<file path="src/rtl/ym_serial_pkg.sv">
// ym_serial_pkg: shared defaults, frame geometry and slot helpers for the YM serial emitter
package ym_serial_pkg;

    localparam int DEF_DCLK_DIV  = 16;
    localparam int DEF_SLOT_BITS = 18;
    localparam int DEF_DATA_W    = 16;
    localparam int FRAME_CYCLES  = 2 * DEF_SLOT_BITS * DEF_DCLK_DIV;
    localparam int PAD_BITS      = DEF_SLOT_BITS - DEF_DATA_W;

    typedef enum logic {
        SLOT_L = 1'b0,
        SLOT_R = 1'b1
    } slot_e;

    function automatic logic [1:0] smp_mask(slot_e s);
        return (s == SLOT_R) ? 2'b10 : 2'b01;
    endfunction

endpackage

</file>
<file path="src/rtl/ym_dclk_gen.sv">
// ym_dclk_gen: prescaler producing the registered bit clock and bit-tick/bit-start strobes
module ym_dclk_gen
    import ym_serial_pkg::*;
#(
    parameter int DCLK_DIV = DEF_DCLK_DIV
) (
    input  logic clk28,
    input  logic rst,
    input  logic en,
    output logic ym_dclk,
    output logic bit_tick,
    output logic bit_start
);

    localparam int DW = $clog2(DCLK_DIV);

    logic [DW-1:0] div_cnt;
    logic [DW-1:0] div_nxt;
    logic          dclk_q;
    logic          run;

    assign run = en && !rst;

    // next prescaler count: free-running wrap while running, parked at zero otherwise
    always_comb begin
        div_nxt = (!run || div_cnt == DW'(DCLK_DIV - 1)) ? '0 : div_cnt + 1'b1;
    end

    // count register and bit clock, which is low for the first half of every bit period
    always_ff @(posedge clk28) begin
        if (rst) begin
            div_cnt <= '0;
            dclk_q  <= 1'b0;
        end else begin
            div_cnt <= div_nxt;
            dclk_q  <= run && (div_nxt >= DW'(DCLK_DIV / 2));
        end
    end

    assign ym_dclk   = run && dclk_q;
    assign bit_tick  = run && (div_cnt == DW'(DCLK_DIV - 1));
    assign bit_start = run && (div_cnt == '0);

endmodule

</file>
<file path="src/rtl/ym_serial_tx.sv">
// ym_serial_tx: YMF262-style serial stereo sample emitter with a one-pair handshake buffer
module ym_serial_tx
    import ym_serial_pkg::*;
#(
    parameter int DCLK_DIV  = DEF_DCLK_DIV,
    parameter int SLOT_BITS = DEF_SLOT_BITS,
    parameter int DATA_W    = DEF_DATA_W
) (
    input  logic              clk28,
    input  logic              rst,
    input  logic              en,
    input  logic [DATA_W-1:0] smp_l,
    input  logic [DATA_W-1:0] smp_r,
    input  logic              smp_valid,
    output logic              smp_ready,
    output logic              ym_dclk,
    output logic              ym_data,
    output logic [1:0]        ym_smp,
    output logic              frame_start,
    output logic              underrun
);

    localparam int BW = $clog2(SLOT_BITS);

    logic                 run;
    logic                 bit_tick;
    logic                 bit_start;
    logic [BW-1:0]        bit_cnt;
    logic [BW-1:0]        bit_nxt;
    slot_e                slot;
    slot_e                slot_nxt;
    logic                 last_bit;
    logic                 load;
    logic                 accept;
    logic                 buf_full;
    logic [DATA_W-1:0]    buf_l;
    logic [DATA_W-1:0]    buf_r;
    logic [DATA_W-1:0]    cur_l;
    logic [DATA_W-1:0]    cur_r;
    logic [SLOT_BITS-1:0] word;
    logic                 data_q;
    logic [1:0]           smp_q;

    ym_dclk_gen #(
        .DCLK_DIV (DCLK_DIV)
    ) u_dclk (
        .clk28     (clk28),
        .rst       (rst),
        .en        (en),
        .ym_dclk   (ym_dclk),
        .bit_tick  (bit_tick),
        .bit_start (bit_start)
    );

    assign run         = en && !rst;
    assign last_bit    = bit_cnt == BW'(SLOT_BITS - 1);
    assign load        = bit_start && bit_cnt == '0 && slot == SLOT_L;
    assign smp_ready   = !buf_full && !rst;
    assign accept      = smp_valid && smp_ready;
    assign frame_start = load;
    assign underrun    = load && !buf_full;
    assign ym_data     = run && data_q;
    assign ym_smp      = run ? smp_q : 2'b00;

    // bit/slot position for the next cycle; zero-extending the sample puts the pad bits first,
    // so shifting by the bit position leaves the outgoing bit in the MSB
    always_comb begin
        bit_nxt  = !run ? '0 : bit_tick ? (last_bit ? '0 : bit_cnt + 1'b1) : bit_cnt;
        slot_nxt = !run ? SLOT_L : (bit_tick && last_bit) ? slot_e'(~slot) : slot;
        word     = SLOT_BITS'(slot_nxt == SLOT_R ? cur_r : cur_l) << bit_nxt;
    end

    // position counters, registered serial outputs, handshake buffer and frame registers
    always_ff @(posedge clk28) begin
        if (rst) begin
            bit_cnt  <= '0;
            slot     <= SLOT_L;
            data_q   <= 1'b0;
            smp_q    <= 2'b00;
            buf_full <= 1'b0;
            buf_l    <= '0;
            buf_r    <= '0;
            cur_l    <= '0;
            cur_r    <= '0;
        end else begin
            bit_cnt  <= bit_nxt;
            slot     <= slot_nxt;
            data_q   <= run && word[SLOT_BITS-1];
            smp_q    <= (run && bit_nxt == BW'(SLOT_BITS - 1)) ? smp_mask(slot_nxt) : 2'b00;
            buf_full <= accept || (buf_full && !load);
            if (accept) begin
                buf_l <= smp_l;
                buf_r <= smp_r;
            end
            if (load && buf_full) begin
                cur_l <= buf_l;
                cur_r <= buf_r;
            end
        end
    end

endmodule

</file>
<file path="config.mk">
export PLATFORM = sky130hd
export DESIGN_NAME = ym_serial_tx
export DESIGN_NICKNAME = d
export VERILOG_FILES = /design/src/rtl/ym_serial_pkg.sv /design/src/rtl/ym_dclk_gen.sv /design/src/rtl/ym_serial_tx.sv
export SDC_FILE = /design/constraint.sdc
export NUM_CORES = 1
export LEC_CHECK = 0
export ABC_AREA = 1
export CAP_MARGIN = 20
export CORE_ASPECT_RATIO = 0.7
export CORE_MARGIN = 3
export CORE_UTILIZATION = 53
export DETAILED_ROUTE_END_ITERATION = 10
export PLACE_DENSITY = 0.8
export SYNTH_ARGS = -nofsm -noshare
export SYNTH_HDL_FRONTEND = slang
export SYNTH_HIERARCHICAL = 1
export SYNTH_SLANG_ARGS = --single-unit
</file>
<file path="constraint.sdc">
create_clock -name clk28 -period 4.61 [get_ports clk28]
set_input_delay 0.6915 -clock clk28 [delete_from_list [all_inputs] [get_ports clk28]]
set_output_delay 0.6915 -clock clk28 [all_outputs]
set_load 0.05 [all_outputs]
</file>
==> results.md, run 1 <==
- Req. time, crit path: approximately 4 ns
- H-tree Lvls: 3
- Initial DRC Count: 154
- Synth top area share: 0.454
- Vias in the first global route: 2,596
- Worst Setup Start Kind: input port
- Synth Flop Type: dfxtp_1
- Die Span Y: around 74 µm
- DRT Pass-1 Iters: 8
- Fill cells: between 500 and 600
- Pwr/cell area: 334 nW/µm²
- Leak pwr: ~1.6 nW
- Vias per inst: 5.17
- Number of synthesized register bits: 79
- Post-cts sizing count: 0
- Dpl hpwl: roughly 5100 µm
- Syn Nets: 484
- Initial antenna violation count: 0
- Worst slack, placed: 1.07 ns
- Final worst slack: 1.07 ns
- Max-slew headroom: 0.530
- Setup Total Neg Slack: 0 ns
- Critical path class: in -> out
- CTS Root Cell: clkbuf_8
- Number of synthesized flops with an enable pin: 0
- Routed WL: between 7000 and 8000 µm
- Worst hold path type: reg -> reg
- Die area: approximately 7600 µm²
- Layout cells sized above 1: 0.0837
- Initial Utilization: 0.553
- CTS Buf Count: 9
- Post-synth ARST share: 0
- Ports: 43
- Max Transition Viols Final: 0
- Clock-pin slew on the worst setup and hold paths: roughly 0.08 ns
- Setup bufs post-CTS: 0
- Seq/Total Area, Yosys: 0.454
- CTS tree: built
- Latest clock arrival within the worst-skew pair: 0.35 ns
- Critical Path Fanout Max: 4
- Multi-input gate area: 1500 µm²
- Number of max-cap violations: 0
- Largest net degree at the start of global routing: between 60 and 70
- R2R Setup Slk: 1.75 ns
- GPL Wtd Cong: about 0.92
- CTS Buffer Depth: 2
- Yosys Warn Count: 6
- Cell taking the most area after synthesis: dfxtp_1
- IO buf count: 42
- Tot Pwr: between 1 and 1.5 mW
- Hold_ws: 0.463 ns
- RSZ-0062 raised after global routing: false
- Avg WL per Cell: 12.8 µm
- Non-Filler Instances: 556
- Commonest cells after routing, fill and taps aside: 79 x dfxtp_1, 73 x nand2_1, 71 x inv_1
- Num rows: 24
- Hold Vio Cnt, Final: 0
- Worst EP arrival: 2.85 ns
- Placed cell count: 540
- Tmin final: 3.54 ns
- Storage cell area: 1580 µm²
- Fmax: 0.282 GHz
- CTS Sinks: 79
- Die Width: 103 µm
- First-pass GRT wire length: ~11,000 µm
- Period utilization: 0.768
- Layout area overhead: 18.4%
- Global-route usage over all layers: 0.196
- Total grt overflow: 0
- # hold bufs at CTS: 0
- Worst Setup End Kind: output port
- VDD IR max: 0.246 mV
- Syn Area/Cell: 7.87 µm²
- Core ar.: around 6300 µm²
- DR vias: 2,872
- Cell area after synthesis: 3490 µm²
- Max Clock Skew: around 0.011 ns
- Cells after Synth: 443
- Drt drc: 0
- Cell variety after synth: 31
- Run status: completed
- Worst Tran Pin Value: 0.704 ns
- Main area contributors after synthesis: dfxtp_1 45%, nand2_1 7.9%, inv_1 7.6%, a211oi_1 7.1%, o31ai_1 6.9%
- NumNets Final: 514
- Antenna Cells: 0
- Commonest non-fill, non-tap cell in the layout: dfxtp_1
- Post-route ant nets: 0
- Setup violators final: 0
==> area by class of cell <==
class / instances / area share
clock buffer: 11 / 0.0367
timing repair buffer: 45 / 0.109
clock inverter: 5 / 0.0136
sequential: 79 / 0.383
tap: 78 / 0.0236
inverter: 77 / 0.0700
multi-input combinational: 261 / 0.364
==> report_power, final <==
| part | switching, mW | internal [mW] |
|---|---|---|
| combinational | 0.0727 | 0.0577 |
| clock | 0.241 | 0.279 |
| sequential | 0.0137 | 0.715 |
| total | 0.328 | 1.05 |
==> flip-flops by register name, summed over array words and instances (netlist names) <==
register and cells:
slot 1, cur_r 16, buf_full 1, buf_r 16, data_q 1, bit_cnt 5
cur_l 16, u_dclk/dclk_q 1, buf_l 16, smp_q 2, u_dclk/div_cnt 4
==> metrics by stage <==
stage / util / area, µm²
after floorplan: - / 3490
after global placement: 0.622 / 3920
after detailed placement: 0.622 / 3920
after CTS: 0.655 / 4130
after global routing: 0.655 / 4130
final: 0.655 / 4130
==> critical path: stages <==
cell and delay (ns):
clkdlybuf4s50_1 0.48, inv_1 0.04, nor2_1 0.11, inv_1 0.09
nor3_1 0.13, and3_1 0.18, nand2_1 0.17, nor2_1 0.14
clkdlybuf4s50_1 0.81
==> worst paths after layout <==
path              cells past startpoint       end         startpoint
hold / removal                        2  cur_r[7]           buf_r[7]
setup reg to reg                     15    data_q  u_dclk/div_cnt[0]
setup / recovery                      9  underrun                 en
hold reg to reg                       2  cur_r[7]           buf_r[7]
==> metal layers <==
| layer | vias to the layer above | GRT usage | wire length [µm] |
|---|---|---|---|
| li1 | 1515 | - | - |
| met1 | 1282 | 0.264 | 3550 |
| met2 | 68 | 0.305 | 3050 |
| met3 | 7 | 0.0674 | 446 |
| met4 | 0 | 0.0460 | 64 |
| met5 | - | 0 | 0 |
==> synthesized netlist by cell type, types with 3 or more instances <==
master     number
o31ai_1        32
dfxtp_1        79
nor2_1         54
nand2_1        73
nand4_1        16
clkbuf_1       13
o2111ai_1       4
buf_2           9
inv_1          71
nand3_1        21
ha_1            5
inv_2           5
a211oi_1       33
nand2_4         4
xnor2_1         3
==> cells by family (layout without fill, tap and decap cells) <==
family | Yosys count | count (layout) | share of synthesized area
compound gates | 73 | 73 | 0.158
simple gates | 180 | 180 | 0.244
flops | 79 | 79 | 0.454
fa+ha+maj | 5 | 5 | 0.0179
xor+xnor | 3 | 3 | 0.00754
buf+inv | 103 | 138 | 0.119
Power figures use the tool's default switching activity.
==> run 2, diff against run 1 <==
- CORE_UTILIZATION: 53 -> 50
- PLACE_DENSITY: 0.8 -> 0.79
- clock period: 4.61 -> 2.95 ns (I/O delays scaled with it)
==> run 2 against run 1 <==
  * Worst hold slack improved by 0.0035 ns
  * Clock power increased by 57%
  * Sequential share of layout area decreased by 0.52 points
  * Setup slack got worse by 0.68 ns
  * Design area up 1.4%
  * Register-to-register slack lost 1.1 ns
==> results.md, run 2 (same netlist as run 1, synthesis figures left out) <==
- FF-to-FF Start: u_dclk/div_cnt[0]
- Post-route ant nets: 0
- Clock-pin slew on the worst setup and hold paths: ~0.08 ns
- Setup violators final: 0
- Critical path class: in -> out
- Die Span Y: 75.9 µm
- Leak pwr: 1.67 nW
- Layout cells sized above 1: 0.104
- Initial antenna violation count: 0
- Tmin final: 2.56 ns
- Worst EP arrival: roughly 2.1 ns
- Req. time, crit path: 2.51 ns
- Worst Tran Pin Value: approximately 0.57 ns
- Gate power share: 0.097
- Avg WL per Cell: 12.3 µm
- # hold bufs at CTS: 0
- Pwr/cell area: 516 nW/µm²
- Commonest cells after routing, fill and taps aside: 79 x dfxtp_1, 73 x nand2_1, 71 x inv_1
- CTS Buf Count: 9
- H-tree Lvls: 3
- CTS tree: built
- Non-Filler Instances: 573
- Placed cell count: 557
- Dpl hpwl: 5210 µm
- Seq pwr share: 0.527
- Critical Path, Cell by Cell: clkdlybuf4s50_1 -> inv_1 -> nor2_1 -> inv_1 -> nor3_1 -> and3_1 -> nand2_1 -> nor2_1 -> buf_12
- Sw Share: 0.238
- CP Launch Point: en
- Period utilization: 0.868
- Worst Path Buf+Inv: 4
- VDD IR max: 0.340 mV
- Pint: 1.65 mW
- R2R Setup Slk: 0.62 ns
- Num rows: 24
- Fill cells: ~590
- Vias per inst: 5.06
- Antenna Cells: 0
- Worst Setup Start Kind: input port
- Latest clock arrival within the worst-skew pair: 0.34 ns
- Setup bufs post-CTS: 0
- Commonest non-fill, non-tap cell in the layout: dfxtp_1
- Initial DRC Count: 135
- Routed WL: around 7000 µm
- Net load switching power: 0.513 mW
- Clock Power Share: 0.377
- CTS Buffer Depth: 2
- Setup Total Neg Slack: 0 ns
- Hold Vio Cnt, Final: 0
- Ports: 43
- Worst Setup End Kind: output port
- Core ar.: ~6500 µm²
- Top delay family on crit path: simple AND/OR/NAND/NOR gates
- Max stage delay on crit path: 0.48 ns
- Layout area overhead: 20.0%
- Largest net degree at the start of global routing: 66
- DRT Pass-1 Iters: 4
- Fmax: 0.391 GHz
- Worst hold path type: reg -> reg
- HP Start: buf_l[10]
- CTS Sinks: 79
- RSZ-0062 raised after global routing: false
- DR vias: 2,899
- GPL Wtd Cong: 0.947
- Die Width: 106 µm
- Max Transition Viols Final: 0
- Max Clock Skew: 0.00776 ns
- Total grt overflow: 0
- Global-route usage over all layers: 0.189
- Post-cts sizing count: 0
- Drt drc: 0
- Slowest cell on crit path: clkdlybuf4s50_1
- Critical Path Fanout Max: 4
- Die area: 8030 µm²
- Number of max-cap violations: 0
- IO buf count: 42
- Initial Utilization: 0.538
- CTS Root Cell: clkbuf_8
- Max-slew headroom: 0.619
- First-pass GRT wire length: 12,000 µm
- Vias in the first global route: about 2,600
- NumNets Final: 518
- Run status: completed
==> run 2: changes by cell type in the layout (fill, tap and decap cells not counted) <==
cell	before	now
buf_12	1	3
buf_4	2	10
clkdlybuf4s50_1	41	35
==> run 2: final timing paths <==
kind	end	cells past startpoint
max	underrun	9
min	cur_l[10]	2
max reg2reg	data_q	16
min reg2reg	cur_l[10]	2
==> run 2: final cells by class <==
cell class	count	area, µm²	area share
clock buffers	11	151	0.0362
flip-flops and latches	79	1580	0.378
clock inverters	5	56.3	0.0135
well taps	91	114	0.0272
repair buffers	49	490	0.117
inverters	77	289	0.0691
multi-input cells	261	1500	0.359
==> run 2: power groups by stage <==
stage / clock network, mW / registers, mW / logic (mW)
after detailed placement: 0 / 1.16 / 0.209
after global routing: 0.881 / 1.14 / 0.236
after CTS: 0.832 / 1.14 / 0.210
final: 0.814 / 1.14 / 0.209
after global placement: 0 / 1.16 / 0.205
after floorplan: 0 / 1.16 / 0.128
==> run 2: worst min-delay path: stages, from the launching register on <==
cell      delay [ns]
dfxtp_1         0.30
inv_1           0.06
a211oi_1        0.07
==> run 2: through the flow <==
stage	util	hold WS (ns)	cell area [µm²]	worst slack (ns)	power [mW]
after floorplan	-	0.439	3490	0.812	1.28
after global placement	0.613	0.453	3980	0.277	1.37
after detailed placement	0.613	0.458	3980	0.212	1.37
after CTS	0.645	0.471	4190	0.377	2.18
after global routing	0.645	0.492	4190	0.238	2.26
final	0.645	0.467	4190	0.391	2.16
==> run 2: layer usage <==
layer | share of wire | vias to the layer above | global-route usage
met5 | 0 | - | 0
met4 | 0.013 | 0 | 0.0618
met3 | 0.052 | 9 | 0.0423
met2 | 0.42 | 73 | 0.292
met1 | 0.51 | 1291 | 0.266
li1 | - | 1526 | -
==> run 3, diff against run 2 <==
- GPL_ROUTABILITY_DRIVEN: default -> 0
==> run 3 against run 2 <==
  * Worst hold slack got worse by 0.052 ns
  * Setup slack better by 0.027 ns
  * First-iteration DRC count increased by 70%
  * Clock skew down 0.0035 ns
  * Largest cell class unchanged
==> results.md, run 3 (same netlist as run 1, synthesis figures left out) <==
- CP endpoint: underrun
- Avg WL per Cell: 12.9 µm
- Leak pwr: 1.67 nW
- FF-to-FF Start: u_dclk/div_cnt[0]
- Worst Setup Start Kind: input port
- Fill cells: 572
- CP Launch Point: en
- Initial DRC Count: around 230
- VDD IR max: 0.342 mV
- Max-slew headroom: 0.604
- Layout area overhead: 19.9%
- Terminus of the critical flop-to-flop path: data_q
- IO buf count: 42
- Routed WL: 7370 µm
- Global-route usage over all layers: 0.196
- CTS tree: built
- Setup bufs post-CTS: 0
- # hold bufs at CTS: 0
- CTS Buf Count: 9
- CTS Buffer Depth: 2
- Commonest cells after routing, fill and taps aside: 79 x dfxtp_1, 73 x nand2_1, 71 x inv_1
- CTS Root Cell: clkbuf_8
- Max Clock Skew: 0.00428 ns
- Layout cells sized above 1: 0.0998
- Storage cell area: 1580 µm²
- Fmax: 0.395 GHz
- Period utilization: 0.858
- First-pass GRT wire length: 12,300 µm
- Num rows: 24
- Core ar.: 6490 µm²
- Dpl hpwl: around 5200 µm
- Initial Utilization: 0.538
- Tmin final: 2.53 ns
- Worst Setup End Kind: output port
- R2R Setup Slk: 0.59 ns
- Non-Filler Instances: 572
- Worst EP arrival: 2.09 ns
- Latest clock arrival within the worst-skew pair: ~0.36 ns
- Placed cell count: 556
- Post-cts sizing count: 0
- Die Width: between 100 and 150 µm
- Worst r2r path cells: 17
- Initial antenna violation count: 0
- Number of max-cap violations: 0
- HP Start: rst
- NumNets Final: 517
- Worst hold path type: in -> reg
- Critical path class: in -> out
- Die Span Y: ~76 µm
- Die area: 8030 µm²
- Hold Vio Cnt, Final: 0
- Pwr/cell area: 528 nW/µm²
- Max Transition Viols Final: 0
- Run status: completed
- RSZ-0062 raised after global routing: false
- Critical Path Fanout Max: 4
- Drt drc: 0
- DRT Pass-1 Iters: 6
- Total grt overflow: 0
- Req. time, crit path: 2.51 ns
- DR vias: roughly 2,900
- Antenna Cells: 0
- Setup violators final: 0
- Worst Tran Pin Value: 0.593 ns
- Setup Total Neg Slack: 0 ns
- Commonest non-fill, non-tap cell in the layout: dfxtp_1
- CTS Sinks: 79
- Vias per inst: 5.13
- Largest net degree at the start of global routing: 66
- Util after Layout: 0.645
- Vias in the first global route: 2,625
- Post-route ant nets: 0
- H-tree Lvls: 3
- Ports: 43
- Clock-pin slew on the worst setup and hold paths: approximately 0.080 ns
- Multi-input gate area: between 1500 and 2000 µm²
## run 3: routing by layer
layer	share of wire	GRT usage
met5	0	0
met1	0.47	0.251
met2	0.44	0.313
met4	0.014	0.0661
met3	0.079	0.0703
## run 3: power by group
| group | internal [mW] | switching (mW) |
|---|---|---|
| combinational | 0.0944 | 0.117 |
| clock | 0.473 | 0.384 |
| sequential | 1.12 | 0.0214 |
| total | 1.68 | 0.522 |
## run 3: cell type report
type	instances	area share
inverters	77	0.0691
repair buffers	48	0.115
clock buffers	10	0.0305
multi-input cells	261	0.359
clock inverters	6	0.0203
flip-flops and latches	79	0.378
well taps	91	0.0272
## run 3: critical path, cell delays in order
cell and delay [ns]:
clkdlybuf4s50_1 0.48, inv_1 0.04, nor2_1 0.11, inv_1 0.09
nor3_1 0.15, and3_1 0.18, nand2_1 0.18, nor2_1 0.23
buf_12 0.17
## run 3: how the worst min path moves through the flow
stage	end	cells after the start
5_1_grt	u_dclk/div_cnt[2]	4
2_1_floorplan	cur_l[0]	2
6_report	u_dclk/div_cnt[2]	4
3_5_place_dp	cur_l[11]	2
3_3_place_gp	u_dclk/div_cnt[0]	1
4_1_cts	u_dclk/div_cnt[2]	4
## run 3: metrics by stage
step           hold slack (ns)  power, mW  setup WS [ns]  cell area (µm²)
5_1_grt                  0.453       2.30          0.270             4180
2_1_floorplan            0.439       1.28          0.812             3490
6_report                 0.415       2.21          0.418             4180
3_5_place_dp             0.457       1.37          0.173             3970
4_1_cts                  0.406       2.22          0.453             4180
3_3_place_gp             0.451       1.37          0.318             3970
